===== src/rtl/vlc_bitstream_packer.sv =====
// Packs {sum, codeword_length} codewords MSB-first into 32-bit words.
// Residual bits are flushed zero-padded at frame end, along with the frame bit count.
module vlc_bitstream_packer #(
  parameter int unsigned WORD_W = 32,
  parameter int unsigned CNT_W  = 16
) (
  input  logic              clk,
  input  logic              reset_n,
  input  logic              input_start,
  input  logic              input_end,
  input  logic              input_valid,
  input  logic [WORD_W-1:0] sum,
  input  logic [31:0]       codeword_length,
  output logic              output_valid,
  output logic              output_start,
  output logic              output_end,
  output logic [WORD_W-1:0] output_word,
  output logic [CNT_W-1:0]  output_bit_count,
  output logic              length_error
);

  localparam int unsigned ACC_W  = 2 * WORD_W;
  localparam int unsigned LEN_W  = 6;
  localparam int unsigned PEND_W = 7;

  localparam logic [1:0] ST_IDLE   = 2'd0;
  localparam logic [1:0] ST_ACTIVE = 2'd1;
  localparam logic [1:0] ST_FLUSH  = 2'd2;

  // Stage 1: clamp length, mask codeword
  logic              s1_valid_q, s1_start_q, s1_end_q;
  logic [LEN_W-1:0]  s1_len_q;
  logic [WORD_W-1:0] s1_bits_q;
  logic              length_error_q;
  logic [LEN_W-1:0]  len_clamp;
  logic [WORD_W-1:0] len_mask;

  always_comb begin
    len_clamp = (codeword_length > 32'(WORD_W)) ? LEN_W'(WORD_W) : LEN_W'(codeword_length);
    len_mask  = WORD_W'((ACC_W'(1) << len_clamp) - ACC_W'(1));
  end

  always_ff @(posedge clk or negedge reset_n) begin
    if (!reset_n) begin
      s1_valid_q     <= 1'b0;
      s1_start_q     <= 1'b0;
      s1_end_q       <= 1'b0;
      s1_len_q       <= '0;
      s1_bits_q      <= '0;
      length_error_q <= 1'b0;
    end else begin
      s1_valid_q <= input_valid;
      if (input_valid) begin
        s1_start_q <= input_start;
        s1_end_q   <= input_end;
        s1_len_q   <= len_clamp;
        s1_bits_q  <= sum & len_mask;
        if (codeword_length > 32'(WORD_W)) length_error_q <= 1'b1;
      end
    end
  end

  // Stage 2: accumulate, emit words, frame state machine
  logic [1:0]        state_q, state_d;
  logic [ACC_W-1:0]  acc_q, acc_d;
  logic [PEND_W-1:0] pend_q, pend_d;
  logic [CNT_W-1:0]  cnt_q, cnt_d;
  logic              first_q, first_d;
  logic              output_valid_q, output_valid_d;
  logic              output_start_q, output_start_d;
  logic              output_end_q, output_end_d;
  logic [WORD_W-1:0] output_word_q, output_word_d;
  logic [CNT_W-1:0]  output_bit_count_q, output_bit_count_d;

  logic              accept, full, first_eff;
  logic [ACC_W-1:0]  base_acc, appended, acc_after;
  logic [PEND_W-1:0] base_pend, new_pend, resid;
  logic [CNT_W-1:0]  base_cnt, new_cnt;

  always_comb begin
    accept    = s1_valid_q && ((state_q == ST_IDLE && s1_start_q) || state_q == ST_ACTIVE);
    base_acc  = s1_start_q ? '0 : acc_q;
    base_pend = s1_start_q ? '0 : pend_q;
    base_cnt  = s1_start_q ? '0 : cnt_q;
    // Left-align the codeword, then slot it directly below the pending bits
    appended  = base_acc |
                (({s1_bits_q, {WORD_W{1'b0}}} << (PEND_W'(WORD_W) - PEND_W'(s1_len_q))) >> base_pend);
    new_pend  = base_pend + PEND_W'(s1_len_q);
    new_cnt   = base_cnt + CNT_W'(s1_len_q);
    full      = new_pend >= PEND_W'(WORD_W);
    resid     = full ? (new_pend - PEND_W'(WORD_W)) : new_pend;
    acc_after = full ? (appended << WORD_W) : appended;
    first_eff = s1_start_q | first_q;
  end

  always_comb begin
    state_d            = state_q;
    acc_d              = acc_q;
    pend_d             = pend_q;
    cnt_d              = cnt_q;
    first_d            = first_q;
    output_valid_d     = 1'b0;
    output_start_d     = 1'b0;
    output_end_d       = 1'b0;
    output_word_d      = '0;
    output_bit_count_d = '0;
    case (state_q)
      ST_IDLE, ST_ACTIVE: begin
        if (accept) begin
          state_d = ST_ACTIVE;
          acc_d   = acc_after;
          pend_d  = resid;
          cnt_d   = new_cnt;
          first_d = first_eff;
          if (full) begin
            output_valid_d = 1'b1;
            output_word_d  = appended[ACC_W-1:WORD_W];
            output_start_d = first_eff;
            first_d        = 1'b0;
          end
          if (s1_end_q) begin
            if (resid == '0 || !full) begin
              // Frame closes this cycle: full word, residual word or empty-frame word
              output_valid_d     = 1'b1;
              output_word_d      = appended[ACC_W-1:WORD_W];
              output_start_d     = first_eff;
              output_end_d       = 1'b1;
              output_bit_count_d = new_cnt;
              first_d            = 1'b0;
              acc_d              = '0;
              pend_d             = '0;
              state_d            = ST_IDLE;
            end else begin
              state_d = ST_FLUSH;
            end
          end
        end
      end
      ST_FLUSH: begin
        output_valid_d     = 1'b1;
        output_word_d      = acc_q[ACC_W-1:WORD_W];
        output_start_d     = first_q;
        output_end_d       = 1'b1;
        output_bit_count_d = cnt_q;
        first_d            = 1'b0;
        acc_d              = '0;
        pend_d             = '0;
        state_d            = ST_IDLE;
      end
      default: state_d = ST_IDLE;
    endcase
  end

  always_ff @(posedge clk or negedge reset_n) begin
    if (!reset_n) begin
      state_q            <= ST_IDLE;
      acc_q              <= '0;
      pend_q             <= '0;
      cnt_q              <= '0;
      first_q            <= 1'b0;
      output_valid_q     <= 1'b0;
      output_start_q     <= 1'b0;
      output_end_q       <= 1'b0;
      output_word_q      <= '0;
      output_bit_count_q <= '0;
    end else begin
      state_q            <= state_d;
      acc_q              <= acc_d;
      pend_q             <= pend_d;
      cnt_q              <= cnt_d;
      first_q            <= first_d;
      output_valid_q     <= output_valid_d;
      output_start_q     <= output_start_d;
      output_end_q       <= output_end_d;
      output_word_q      <= output_word_d;
      output_bit_count_q <= output_bit_count_d;
    end
  end

  assign output_valid     = output_valid_q;
  assign output_start     = output_start_q;
  assign output_end       = output_end_q;
  assign output_word      = output_word_q;
  assign output_bit_count = output_bit_count_q;
  assign length_error     = length_error_q;

endmodule


===== config.mk =====
export PLATFORM = sky130hd
export DESIGN_NAME = vlc_bitstream_packer
export DESIGN_NICKNAME = d
export VERILOG_FILES = /design/src/rtl/vlc_bitstream_packer.sv
export SDC_FILE = /design/constraint.sdc
export NUM_CORES = 1
export LEC_CHECK = 0
export ABC_AREA = 1
export ABC_CLOCK_PERIOD_IN_PS = 4150
export CORE_MARGIN = 1.5
export CORE_UTILIZATION = 40
export DETAILED_ROUTE_END_ITERATION = 10
export PLACE_DENSITY = 0.64
export SLEW_MARGIN = 20
export SYNTH_ARGS = -nofsm -noshare
export SYNTH_HDL_FRONTEND = slang
export SYNTH_SLANG_ARGS = --single-unit
export TNS_END_PERCENT = 1

===== constraint.sdc =====
create_clock -name clk -period 4.15 [get_ports clk]
set_clock_uncertainty 0.05 [all_clocks]
set_input_delay 0.83 -clock clk [delete_from_list [all_inputs] [get_ports clk]]
set_output_delay 0.83 -clock clk [all_outputs]
set_load 0.01 [all_outputs]

==> reports/metrics.yaml <==
outcome: "complete, no violations"
synth_flop_cell: "dfrtp_1"
power.density_mw_per_mm2: 360
synthXorXnorAreaFrac_pct: 0.535
synthesis.area_mm2: 0.0147
criticalPathCategory: "flop to flop"
core_area_mm2: 0.0364
maxCapViolCount: 0
hold_path_class: "input port to asynchronous set/reset pin"
area_growth_pct: 14.6
tns_ns: 0
synth_top_family_by_area: "simple AND/OR/NAND/NOR gates"
drtIter0Drc: 1521
min_period_ns: 3.73
synth_compound_area_share_pct: 8.77
cp_max_fo: 32
grt_start_max_net_pins: 70
yosys-top-cells-count: "nand2_1 (817), nand3_1 (586), dfrtp_1 (183)"
slew_viol_final: 0
use_met1_pct: 41.2
synth.net_count: 2445
cts_tree: "done"
worst_pin_slew_ns: 0.916
clk_latency_ns: 0.46
antenna_cells: 0
yosys-top-cells-area: "dfrtp_1 (31%), nand2_1 (21%), nand3_1 (20%)"
dieHeight_um: 195
grt.busiest_layer: "met2"
avgSynthCellArea_um2: 6.25
use_met2_pct: 45.6
ys_types: 54
pin_count: 121
dpl.hpwl_mm: 41.0
yosysMostFrequentCell: "nand2_1"
numCtsBuffers: 17
drcViolationCount: 0
antenna_found_initial: 0
grt_pass1_vias: 15500
avgRoutedWirePerCell_um: 18.6
io_buffers: 120
async_reset_ff_share_pct: 100
cts_buffer_depth: 2
synth_edf_count: 0
drtPass1Iterations: 6
grtUsageTotal_pct: 29.0
clkSinkCount: 183
ir_drop_mv: 0.293
met3_usage_pct: 3.82
ant_nets: 0
overflow: 0
ys_seq_elements: 183
drive_gt1_share_pct: 7.05
nets: 2499
cp.arrival_ns: 4.08
chipWidth_um: 195
vias_per_cell: 5.69
yosys.area_share.adder_pct: 1.55
die_area_mm2: 0.0380
max_freq_mhz: 268
synth_top_area_cell: "dfrtp_1"
clockRootBuffer: "clkbuf_16"
hold_buffers: 0
crit_path_end_kind: "flop"
yosysWarningCount: 0
synth_mux_area_share_pct: 0
p_leak_uw: 0.00860
p_total_uw: 6080
hold_viol: 0
htreeDepth: 4
rr_worst_depth: 20
final_util_pct: 46.4
relSlewSlack_pct: 38.5
cp.required_ns: 4.49
period_share_pct: 90.0
setup_viol: 0
yosys.area_share.simple_pct: 50.0
rows: 70
syn-instance-count: 2359
fill_cells: 3791
rsz0062_at_grt: "false"
synth_top_area_share_pct: 31.1
initial_core_util_pct: 40.4
routed_wl_mm: 53.8
ys_seq_area_share_pct: 31.1
startpoint_type: "flop"
gp_congestion: 0.999
vias: 16500
path_clk_slew_ns: 0.08
grt_pass1_wl_mm: 87.3
==> sequential cells by signal, indices dropped and copies added, names as in the netlist <==
signal	flops
acc_q	64
output_word	32
s1_bits_q	32
cnt_q	16
output_bit_count	16
pend_q	7
s1_len_q	6
state_q	2
first_q	1
length_error	1
output_end	1
output_start	1
output_valid	1
s1_end_q	1
s1_start_q	1
s1_valid_q	1
==> repair_timing <==
item	in CTS	in global routing
resized for setup	0	1
setup endpoints to repair	0	1
setup buffers	0	0
hold endpoints to repair	0	0
==> power breakdown <==
part	leakage [µW]	switching (µW)	internal [µW]
Sequential	0.00245	172	2040
Clock	0.000297	848	879
Combinational	0.00586	1400	732
==> final cells by class <==
cell class                 count  area [µm²]  share of cell area (%)
tap                          468         586                    3.47
multi-input combinational   1896        9000                    53.3
clock buffer                  19         443                    2.62
clock inverter                13         159                   0.941
timing repair buffer         160        1530                    9.06
sequential                   183        4580                    27.1
inverter                     155         592                    3.50
==> logic make-up after synthesis <==
family / Yosys count
fa+ha+maj: 17
buf+inv: 280
compound gates: 226
simple gates: 1644
xor+xnor: 9
flops: 183
==> worst max-delay path, stage by stage, from the launching register on <==
cell and delay [ns]:
dfrtp_1 0.52, nor2_2 0.10, ha_1 0.23, fa_1 0.41
nand3_1 0.13, nand3_2 0.08, xor2_1 0.21, nand4_1 0.11
nor2_1 0.25, nand3_2 0.13, nand2_2 0.13, nand2_1 0.08
o21ai_2 0.08, o21ai_2 0.11, nand2_4 0.23, nand2_4 0.14
inv_4 0.37, nand2_1 0.11, inv_1 0.06, nand2_1 0.04
nand2_1 0.05
==> stage by stage <==
stage	setup slack (ns)	hold WS (ns)	area (µm²)	cells
3_5_place_dp	0.294	0.416	16300	2862
2_1_floorplan	0.695	0.399	14700	2359
3_3_place_gp	0.366	0.411	16300	2862
4_1_cts	0.297	0.344	16900	2894
6_report	0.415	0.333	16900	2894
5_1_grt	0.0287	0.369	16900	2894
==> metal layers <==
layer | routed length (µm) | vias to the layer above | share of wire, %
li1 | - | 7960 | -
met1 | 24500 | 7834 | 46
met2 | 24300 | 623 | 45
met3 | 3630 | 60 | 6.8
met4 | 1280 | 0 | 2.4
met5 | 0 | - | 0
==> path summary, 6_finish.rpt <==
kind | slack (ns) | to | from
min in group clk | 0.43 | acc_q[29]$_DFFE_PN0P_ | acc_q[29]$_DFFE_PN0P_
worst max-delay path | 0.42 | acc_q[38]$_DFFE_PN0P_ | s1_start_q$_DFFE_PN0P_
max in group asynchronous | 2.88 | s1_bits_q[30]$_DFFE_PN0P_ | reset_n
worst min register to register | 0.43 | acc_q[29]$_DFFE_PN0P_ | acc_q[29]$_DFFE_PN0P_
worst max register to register | 0.42 | acc_q[38]$_DFFE_PN0P_ | s1_start_q$_DFFE_PN0P_
worst min-delay path | 0.33 | output_bit_count[15]$_DFF_PN0_ | reset_n
==> cell usage in the layout, fill, tap and decap left out, drive strengths merged, types with 9 or more instances in the layout <==
master and instances:
nand2 838, nand3 592, dfrtp 183, inv 156, nor2 147, clkdlybuf4s50 119
o21ai 116, a21oi 40, buf 40, nand4 33, o22ai 26, clkbuf 20
a21o 17, ha 15, clkinv 11, nor3 11, o211ai 9, nand3b 9
No activity file was read; power rests on OpenSTA's default activity.
